File: src/rtl/det_pattern_seq_if.sv
// Pattern-memory pins and the downstream pattern stream of det_pattern_seq.
// master = sequencer side, slave = memory/consumer side.
interface det_pattern_seq_if #(
  parameter int word_size    = 8,
  parameter int address_bits = 8
);
  logic                    mem_EN;
  logic                    mem_RW;
  logic [address_bits-1:0] mem_add;
  logic [word_size-1:0]    mem_data;
  // Stream handshake: a pattern moves on a rising edge where pat_valid and
  // pat_ready are both 1; pat_data is held stable while valid && !ready.
  logic                    pat_valid;
  logic [word_size-1:0]    pat_data;
  logic                    pat_ready;

  modport master (
    output mem_EN, mem_RW, mem_add,
    input  mem_data,
    output pat_valid, pat_data,
    input  pat_ready
  );

  modport slave (
    input  mem_EN, mem_RW, mem_add,
    output mem_data,
    input  pat_valid, pat_data,
    output pat_ready
  );
endinterface

File: src/rtl/det_pattern_seq.sv
// Walks an address window of the deterministic pattern memory and streams the
// patterns out in order, hiding the one-cycle read latency in a 2-entry FIFO.
module det_pattern_seq #(
  parameter int word_size    = 8,
  parameter int address_bits = 8,
  parameter int mem_size     = 2 ** address_bits
) (
  input  logic                    clk,
  input  logic                    rst_n,
  input  logic                    start,
  input  logic                    abort,
  input  logic [address_bits-1:0] base_addr,
  input  logic [address_bits:0]   num_pat,
  output logic [address_bits:0]   pat_idx,
  output logic                    busy,
  output logic                    done,
  output logic [1:0]              dbg_state,
  det_pattern_seq_if.master       bus
);

  typedef enum logic [1:0] {
    IDLE  = 2'd0,
    FETCH = 2'd1,
    DRAIN = 2'd2
  } state_t;

  localparam logic [address_bits:0] mem_size_w = (address_bits + 1)'(mem_size);
  localparam logic [address_bits:0] one_w      = (address_bits + 1)'(1);

  state_t                  state, state_nx;
  logic [address_bits-1:0] base_q;
  logic [address_bits:0]   num_q;
  logic [address_bits:0]   issued;
  logic                    inflight;
  logic [1:0]              count;
  logic                    rd_ptr, wr_ptr;
  logic [word_size-1:0]    buf_q [2];
  logic                    pop, issue, last_pop;
  logic [2:0]              occ_after;
  logic [address_bits:0]   addr_sum, addr_wrap;

  assign pop       = (count != 2'd0) && bus.pat_ready;
  // Occupancy the buffer will have once the in-flight read lands and this
  // cycle's transfer leaves; a new read is only safe while this stays below 2.
  assign occ_after = {1'b0, count} + {2'b00, inflight} - {2'b00, pop};
  assign addr_sum  = {1'b0, base_q} + issued;
  assign addr_wrap = (addr_sum >= mem_size_w) ? addr_sum - mem_size_w : addr_sum;

  always_ff @(posedge clk or negedge rst_n) begin
    if (!rst_n) state <= IDLE;
    else        state <= state_nx;
  end

  always_comb begin
    state_nx = state;
    issue    = 1'b0;
    last_pop = 1'b0;
    busy     = 1'b0;
    case (state)
      IDLE: begin
        if (!abort && start) state_nx = (num_pat == '0) ? IDLE : FETCH;
      end
      FETCH: begin
        busy  = 1'b1;
        issue = !abort && (occ_after < 3'd2);
        if (abort)                               state_nx = IDLE;
        else if (issue && (issued + one_w == num_q)) state_nx = DRAIN;
      end
      DRAIN: begin
        busy     = 1'b1;
        last_pop = pop && (count == 2'd1) && !inflight;
        if (abort || last_pop) state_nx = IDLE;
      end
      default: state_nx = IDLE;
    endcase
  end

  always_ff @(posedge clk or negedge rst_n) begin
    if (!rst_n) begin
      base_q   <= '0;
      num_q    <= '0;
      issued   <= '0;
      inflight <= 1'b0;
      count    <= 2'd0;
      rd_ptr   <= 1'b0;
      wr_ptr   <= 1'b0;
      buf_q[0] <= '0;
      buf_q[1] <= '0;
      pat_idx  <= '0;
      done     <= 1'b0;
    end else if (abort) begin
      // Flushing inflight drops the read issued last cycle.
      inflight <= 1'b0;
      count    <= 2'd0;
      rd_ptr   <= 1'b0;
      wr_ptr   <= 1'b0;
    end else begin
      if (state == IDLE && start) begin
        base_q  <= base_addr;
        num_q   <= num_pat;
        issued  <= '0;
        pat_idx <= '0;
        done    <= (num_pat == '0);
      end
      if (issue) issued <= issued + one_w;
      inflight <= issue;
      if (inflight) begin
        buf_q[wr_ptr] <= bus.mem_data;
        wr_ptr        <= ~wr_ptr;
      end
      if (pop) begin
        rd_ptr  <= ~rd_ptr;
        pat_idx <= pat_idx + one_w;
      end
      count <= count + {1'b0, inflight} - {1'b0, pop};
      if (last_pop) done <= 1'b1;
    end
  end

  assign bus.mem_EN    = issue;
  assign bus.mem_RW    = 1'b0;
  assign bus.mem_add   = (state == FETCH) ? addr_wrap[address_bits-1:0] : '0;
  assign bus.pat_valid = (count != 2'd0);
  assign bus.pat_data  = buf_q[rd_ptr];
  assign dbg_state     = state;

  a_no_overflow: assert property (@(posedge clk) disable iff (!rst_n)
    !(count == 2'd2 && inflight && !pop && !abort));

endmodule

File: src/flat_wrapper.sv
// flat-port wrapper written by rule: the top's interface ports become plain ports
module det_pattern_seq_flat 
#(
  parameter int word_size    = 8,
  parameter int address_bits = 8,
  parameter int mem_size     = 2 ** address_bits
)
  (clk, rst_n, start, abort, base_addr, num_pat, pat_idx, busy, done, dbg_state, bus_mem_EN, bus_mem_RW, bus_mem_add, bus_mem_data, bus_pat_valid, bus_pat_data, bus_pat_ready);
  det_pattern_seq_if #(.word_size(word_size), .address_bits(address_bits)) bus_i ();
  input  logic clk;
  input  logic rst_n;
  input  logic start;
  input  logic abort;
  input  logic [address_bits-1:0] base_addr;
  input  logic [address_bits:0] num_pat;
  output logic [address_bits:0] pat_idx;
  output logic busy;
  output logic done;
  output logic [1:0] dbg_state;
  output wire logic [$bits(bus_i.mem_EN)-1:0] bus_mem_EN;
  output wire logic [$bits(bus_i.mem_RW)-1:0] bus_mem_RW;
  output wire logic [$bits(bus_i.mem_add)-1:0] bus_mem_add;
  input wire logic [$bits(bus_i.mem_data)-1:0] bus_mem_data;
  output wire logic [$bits(bus_i.pat_valid)-1:0] bus_pat_valid;
  output wire logic [$bits(bus_i.pat_data)-1:0] bus_pat_data;
  input wire logic [$bits(bus_i.pat_ready)-1:0] bus_pat_ready;
  assign bus_mem_EN = bus_i.mem_EN;
  assign bus_mem_RW = bus_i.mem_RW;
  assign bus_mem_add = bus_i.mem_add;
  assign bus_i.mem_data = bus_mem_data;
  assign bus_pat_valid = bus_i.pat_valid;
  assign bus_pat_data = bus_i.pat_data;
  assign bus_i.pat_ready = bus_pat_ready;
  det_pattern_seq #(.word_size(word_size), .address_bits(address_bits), .mem_size(mem_size)) u_core (.clk(clk), .rst_n(rst_n), .start(start), .abort(abort), .base_addr(base_addr), .num_pat(num_pat), .pat_idx(pat_idx), .busy(busy), .done(done), .dbg_state(dbg_state), .bus(bus_i));
endmodule
File: config.mk
export PLATFORM = sky130hd
export DESIGN_NAME = det_pattern_seq_flat
export DESIGN_NICKNAME = d
export VERILOG_FILES = /design/src/rtl/det_pattern_seq_if.sv /design/src/rtl/det_pattern_seq.sv /design/src/flat_wrapper.sv
export SDC_FILE = /design/constraint.sdc
export NUM_CORES = 1
export LEC_CHECK = 0
export CELL_PAD_IN_SITES_DETAIL_PLACEMENT = 1
export CELL_PAD_IN_SITES_GLOBAL_PLACEMENT = 1
export CORE_ASPECT_RATIO = 2
export CORE_MARGIN = 3
export CORE_UTILIZATION = 40
export DETAILED_ROUTE_END_ITERATION = 10
export PLACE_DENSITY_LB_ADDON = 0.12
export SLEW_MARGIN = 5
export SYNTH_ARGS = -nofsm -noshare
export SYNTH_HDL_FRONTEND = slang
export SYNTH_SLANG_ARGS = --single-unit
File: constraint.sdc
create_clock -name clk -period 6.3 [get_ports clk]
set_clock_uncertainty 0.15 [all_clocks]
set_input_delay 0.945 -clock clk [delete_from_list [all_inputs] [get_ports clk]]
set_output_delay 0.945 -clock clk [all_outputs]
set_load 0.02 [all_outputs]
# Word-level counts from Yosys, hierarchy flattened

Index checks and enable logic that the tools add are counted.

Bits in registers: 59
Input bits: 30
Output and inout port bits: 32
Logic and storage cells: 91

Add/sub/neg operators: 8
Magnitude comparators: 5
Equality and inequality tests: 7
Mux-type cells: 28
Bitwise logic cells: 5
Reduce and logical (&&, ||, !) cells: 26

Operator list:

| cell                  | count |
|---|---|
| $mux W8               | 6 |
| $mux W9               | 3 |
| $add A9 B1 Y9 const B | 2 |
| $bwmux W16            | 1 |
| $reduce_bool A2 Y1    | 6 |
| $mux W1               | 11 |
| $mux W2               | 5 |
| $reduce_and A2 Y1     | 5 |
| $add A8 B9 Y9         | 1 |
| $eq A9 B9 Y1          | 1 |
| $ge A9 B9 Y1 const B  | 1 |
| $logic_not A9 Y1      | 1 |
| $demux W8 S1          | 1 |
| $logic_and A1 B1 Y1   | 8 |
| $sub A8 B1 Y8 const B | 1 |
| $pmux W2 S3           | 1 |
| $eq A2 B1 Y1 const B  | 2 |
| $ge A2 B2 Y1 const B  | 2 |
| $ne A2 B1 Y1 const B  | 2 |
| $not A1 Y2            | 2 |
| $add A2 B1 Y3         | 1 |
| $lt A3 B2 Y1 const B  | 1 |
| $ne A3 B2 Y1 const B  | 1 |
| $not A1 Y1            | 3 |
| other kinds (10)      | 11 |

# Longest topological paths before layout

Word-level depth: 9
Depth in mapped cells: 12
Depth with buffers taken out: 12

# Worst setup path before layout

Ideal clock, no wire load.

Kind: input -> output
Start: in bus_pat_ready
End: out bus_mem_EN
Arrival: 2471 ps
Data required time: 5205 ps
Path slack: 2734 ps
Stages: 8
Path buffers: 0
Cell sequence: o21ai_1 > xnor2_1 > ha_1 > inv_1 > fa_1 > nor2b_1 > nand3_1 > clkinv_1

Cells in the longest elaborated chain, start to end: 5

Ends and longest elaborated chain:

| what                | line                  | text |
|---|---|---|
| start, declared     | flat_wrapper.sv:26    | `input wire logic [$bits(bus_i.pat_ready)-1:0] bus_pat_ready;` |
| $logic_and A1 B1 Y1 | det_pattern_seq.sv:42 | `assign pop = (count != 2'd0) && bus.pat_ready;` |
| $sub A3 B1 Y3       | det_pattern_seq.sv:45 | `assign occ_after = {1'b0, count} + {2'b00, inflight} - {2'b00, pop};` |
| $lt A3 B2 Y1        | det_pattern_seq.sv:65 | `issue = !abort && (occ_after < 3'd2);` |
| $logic_and A1 B1 Y1 | det_pattern_seq.sv:65 |  |
| $mux W1             | det_pattern_seq.sv:59 | `case (state)` |
| end, declared       | flat_wrapper.sv:20    | `output wire logic [$bits(bus_i.mem_EN)-1:0] bus_mem_EN;` |

Every way passes these cells.

# Worst setup path in the final report

Ends and elaborated chain as after synthesis.

==> results.md <==
* Post-Place Worst Slack at 1.35 ns
* Final non-filler cell total at 464
* Dpl hpwl at 5970 µm
* Full die area at 9370 µm²
* Row cnt at 46
* Core area at 7940 µm²
* CTS Root Cell: clkbuf_16
* DRC violations left at 0
* FF-to-FF Start: u_core.count[1]$_DFF_PN0_
* PostCTS Resize Cnt at 0
* Initial Util at 0.412
* Dpl cells at 449
* Delay-heaviest family, CP: buffers and inverters
* Routed len/inst at 17.5 µm
* Critical path's slowest cell: clkdlybuf4s50_1
* Critical Path Fanout Max at 13
* Diodes inserted at 0
* Int Power at 1330 µW
* Slack of the critical path at 1.34 ns
* Flop pwr share at 0.308
* Final setup viols at 0
* Input/output buffers at 60
* Number of global-route vias before repair at 2788
* Layout filler cell count at 877
* EDFF count, synth at 0
* Buf+Inv Stages, Crit Path at 5
* Iter 0 DRT Violations at 120
* Slew @ Worst Pin at 0.765 ns
* Die Y at 134 µm
* Clk buf depth at 2
* Clock sink count at 59
* Tcrit/Tclk final at 0.787
* CTS tree: built
* Initial antenna violation count at 0
* Syn avg cell area at 10.9 µm²
* Die outline width at 70.0 µm
* Psw at 747 µW
* Final WL at 8120 µm
* Crit path time final at 4.96 ns
* Final estimated routing congestion in global placement at 0.833
* Ys async rst share at 1.00
* Area grow syn2layout at 30.2%
* Max_cap viols at 0
* Worst path required time at 5.20 ns
* Overall global routing resource usage at 0.188
* Min-delay worst type: reg2reg
* Hold EP: u_core.buf_q[5]$_DFFE_PN0P_
* Clock Latency Late Sink at 0.33 ns
* Sequential-to-total area share from yosys stat at 0.451
* Worst Hold Depth at 1
* Hold Vio Cnt, Final at 0
* F_max at 202 MHz
* Syn nets at 345
* VDD IR-drop max at 0.253 mV
* Combinational share of power at 0.458
* Clock slew at reported path FFs at 0.05 ns
* Total Neg Setup Slack at 0 ns
* I/O pins at 62
* Detail Route Antenna Nets at 0
* Share of cells above drive strength 1 at 0.185
* Worst setup EP type: primary output
* RR Endpoint: u_core.dbg_state[0]$_DFFE_PN0P_
* DP Area at 3970 µm²
* Via density at 5.34
* Worst Hold Launch: u_core.buf_q[5]$_DFFE_PN0P_
* CP startpoint kind: input port
* Switching portion of total power at 0.360
* Clock network power share at 0.234
* Pwr dens at 487 nW/µm²
* Htree depth at 3
* Status: finished clean
* Largest net degree at the start of global routing at 60
* Worst Setup SP: bus_pat_ready
* Main synth FF type: dfrtp_1
* Hold buffers post-CTS at 0
* FF-to-FF path depth at 11
* Max Slew Vio Count at 0
* Cells along the critical path: clkdlybuf4s50_1, o21ai_1, xnor2_1, ha_1, inv_1, fa_1, nor2b_1, nand3_1, buf_4, clkinv_1, clkdlybuf4s50_1
* Critical Path AT at 3.86 ns
* Synth Register Bits at 59
* Leak at 0.00182 µW
* R2R Setup Slk at 2.87 ns
* Unrepaired setup endpoints after global routing: false
* Vias at 2480
* Mapped Cells at 300
* Post-Syn Area at 3270 µm²
* Final hold slack at 0.348 ns
* Global-route wire length before repair at 13800 µm
* Post-CTS Setup Bufs at 0
* Yosys synthesis warning count at 0
* Yosys cell types at 50
* Num CTS Buffers at 9
* Critical path class: in2out
* Grt ovf at 0
* Fin area at 4260 µm²
* Final net count at 409
* Slowest stage delay, CP at 0.65 ns
* Drt first pass iters at 4
* Crit path top cell by count: clkdlybuf4s50_1
* Slew headroom at 0.490
[power by group through the flow]
| stage | registers [µW] | clock network [µW] | logic, µW |
|---|---|---|---|
| 5_1_grt | 664 | 517 | 1040 |
| 3_5_place_dp | 647 | 0 | 959 |
| 2_1_floorplan | 614 | 0 | 625 |
| 6_report | 640 | 485 | 950 |
| 3_3_place_gp | 640 | 0 | 934 |
| 4_1_cts | 644 | 498 | 971 |
[worst max-delay path by stage]
stage / endpoint / slack, ns / cells after the start
2_1_floorplan: bus_mem_EN / 2.73 / 8
4_1_cts: bus_mem_EN / 1.33 / 11
3_3_place_gp: bus_mem_EN / 1.47 / 11
5_1_grt: bus_mem_EN / 1.13 / 11
6_report: bus_mem_EN / 1.34 / 11
3_5_place_dp: bus_mem_EN / 1.35 / 11
[stage by stage]
step,util,total power (µW)
finish,0.536,2080
CTS,0.536,2110
global route,0.536,2230
detailed placement,0.499,1610
global placement,0.499,1570
floorplan,-,1240
[placed cells by master (no fill, tap or decap), types with 3 or more instances in the layout]
master	instances
xor2_1	10
nand3_1	4
or3_1	3
mux2i_1	4
and2_1	8
o31ai_1	4
nor3_1	3
dfrtp_1	59
nand2_1	26
clkdlybuf4s50_1	59
nand4_1	5
a21o_1	3
clkbuf_16	9
mux2_2	41
inv_1	11
xnor2_1	17
a21oi_1	9
nor2_1	14
ha_1	13
nor2b_1	3
o21ai_0	15
buf_4	3
[routing by layer]
| layer | wire (µm) | vias to the layer above | GRT usage |
|---|---|---|---|
| li1 | - | 1171 | - |
| met1 | 2870 | 1244 | 0.192 |
| met2 | 4720 | 50 | 0.354 |
| met3 | 286 | 15 | 0.0435 |
| met4 | 231 | 0 | 0.0864 |
| met5 | 0 | - | 0 |
[sequential cells by signal (all words and copies together) (netlist names)]
name and cells:
u_core.buf_q 16, u_core.issued 9, u_core.num_q 9, u_core.pat_idx 9
u_core.base_q 8, u_core.count 2, u_core.dbg_state 2, u_core.done 1
u_core.inflight 1, u_core.rd_ptr 1, u_core.wr_ptr 1
[kinds of logic after synthesis]
| group | Yosys count | share of synthesized area |
|---|---|---|
| simple gates | 86 | 0.146 |
| buf+inv | 22 | 0.0279 |
| mux | 46 | 0.157 |
| compound gates | 44 | 0.0830 |
| fa+ha+maj | 15 | 0.0619 |
| xor+xnor | 27 | 0.0722 |
| other cells | 1 | 0.00115 |
| flops | 59 | 0.451 |
[Yosys cell counts, types with 5 or more instances]
master,count,area share
and2_1,8,0.015
xor2_1,10,0.027
inv_1,11,0.013
a21oi_1,9,0.014
mux2_2,41,0.14
clkbuf_1,7,0.0080
nand4_1,5,0.0096
nand2_1,26,0.030
o21ai_0,15,0.023
nor2_1,14,0.016
ha_1,13,0.050
xnor2_1,17,0.045
dfrtp_1,59,0.45
[cell type report]
class | instances | area (µm²) | area share
clock inverter | 2 | 35.0 | 0.00822
timing repair buffer | 63 | 618 | 0.145
sequential | 59 | 1480 | 0.347
inverter | 12 | 45.0 | 0.0106
clock buffer | 13 | 260 | 0.0611
multi-input combinational | 219 | 1710 | 0.400
tap | 96 | 120 | 0.0282
Power figures use the tool's default switching activity.
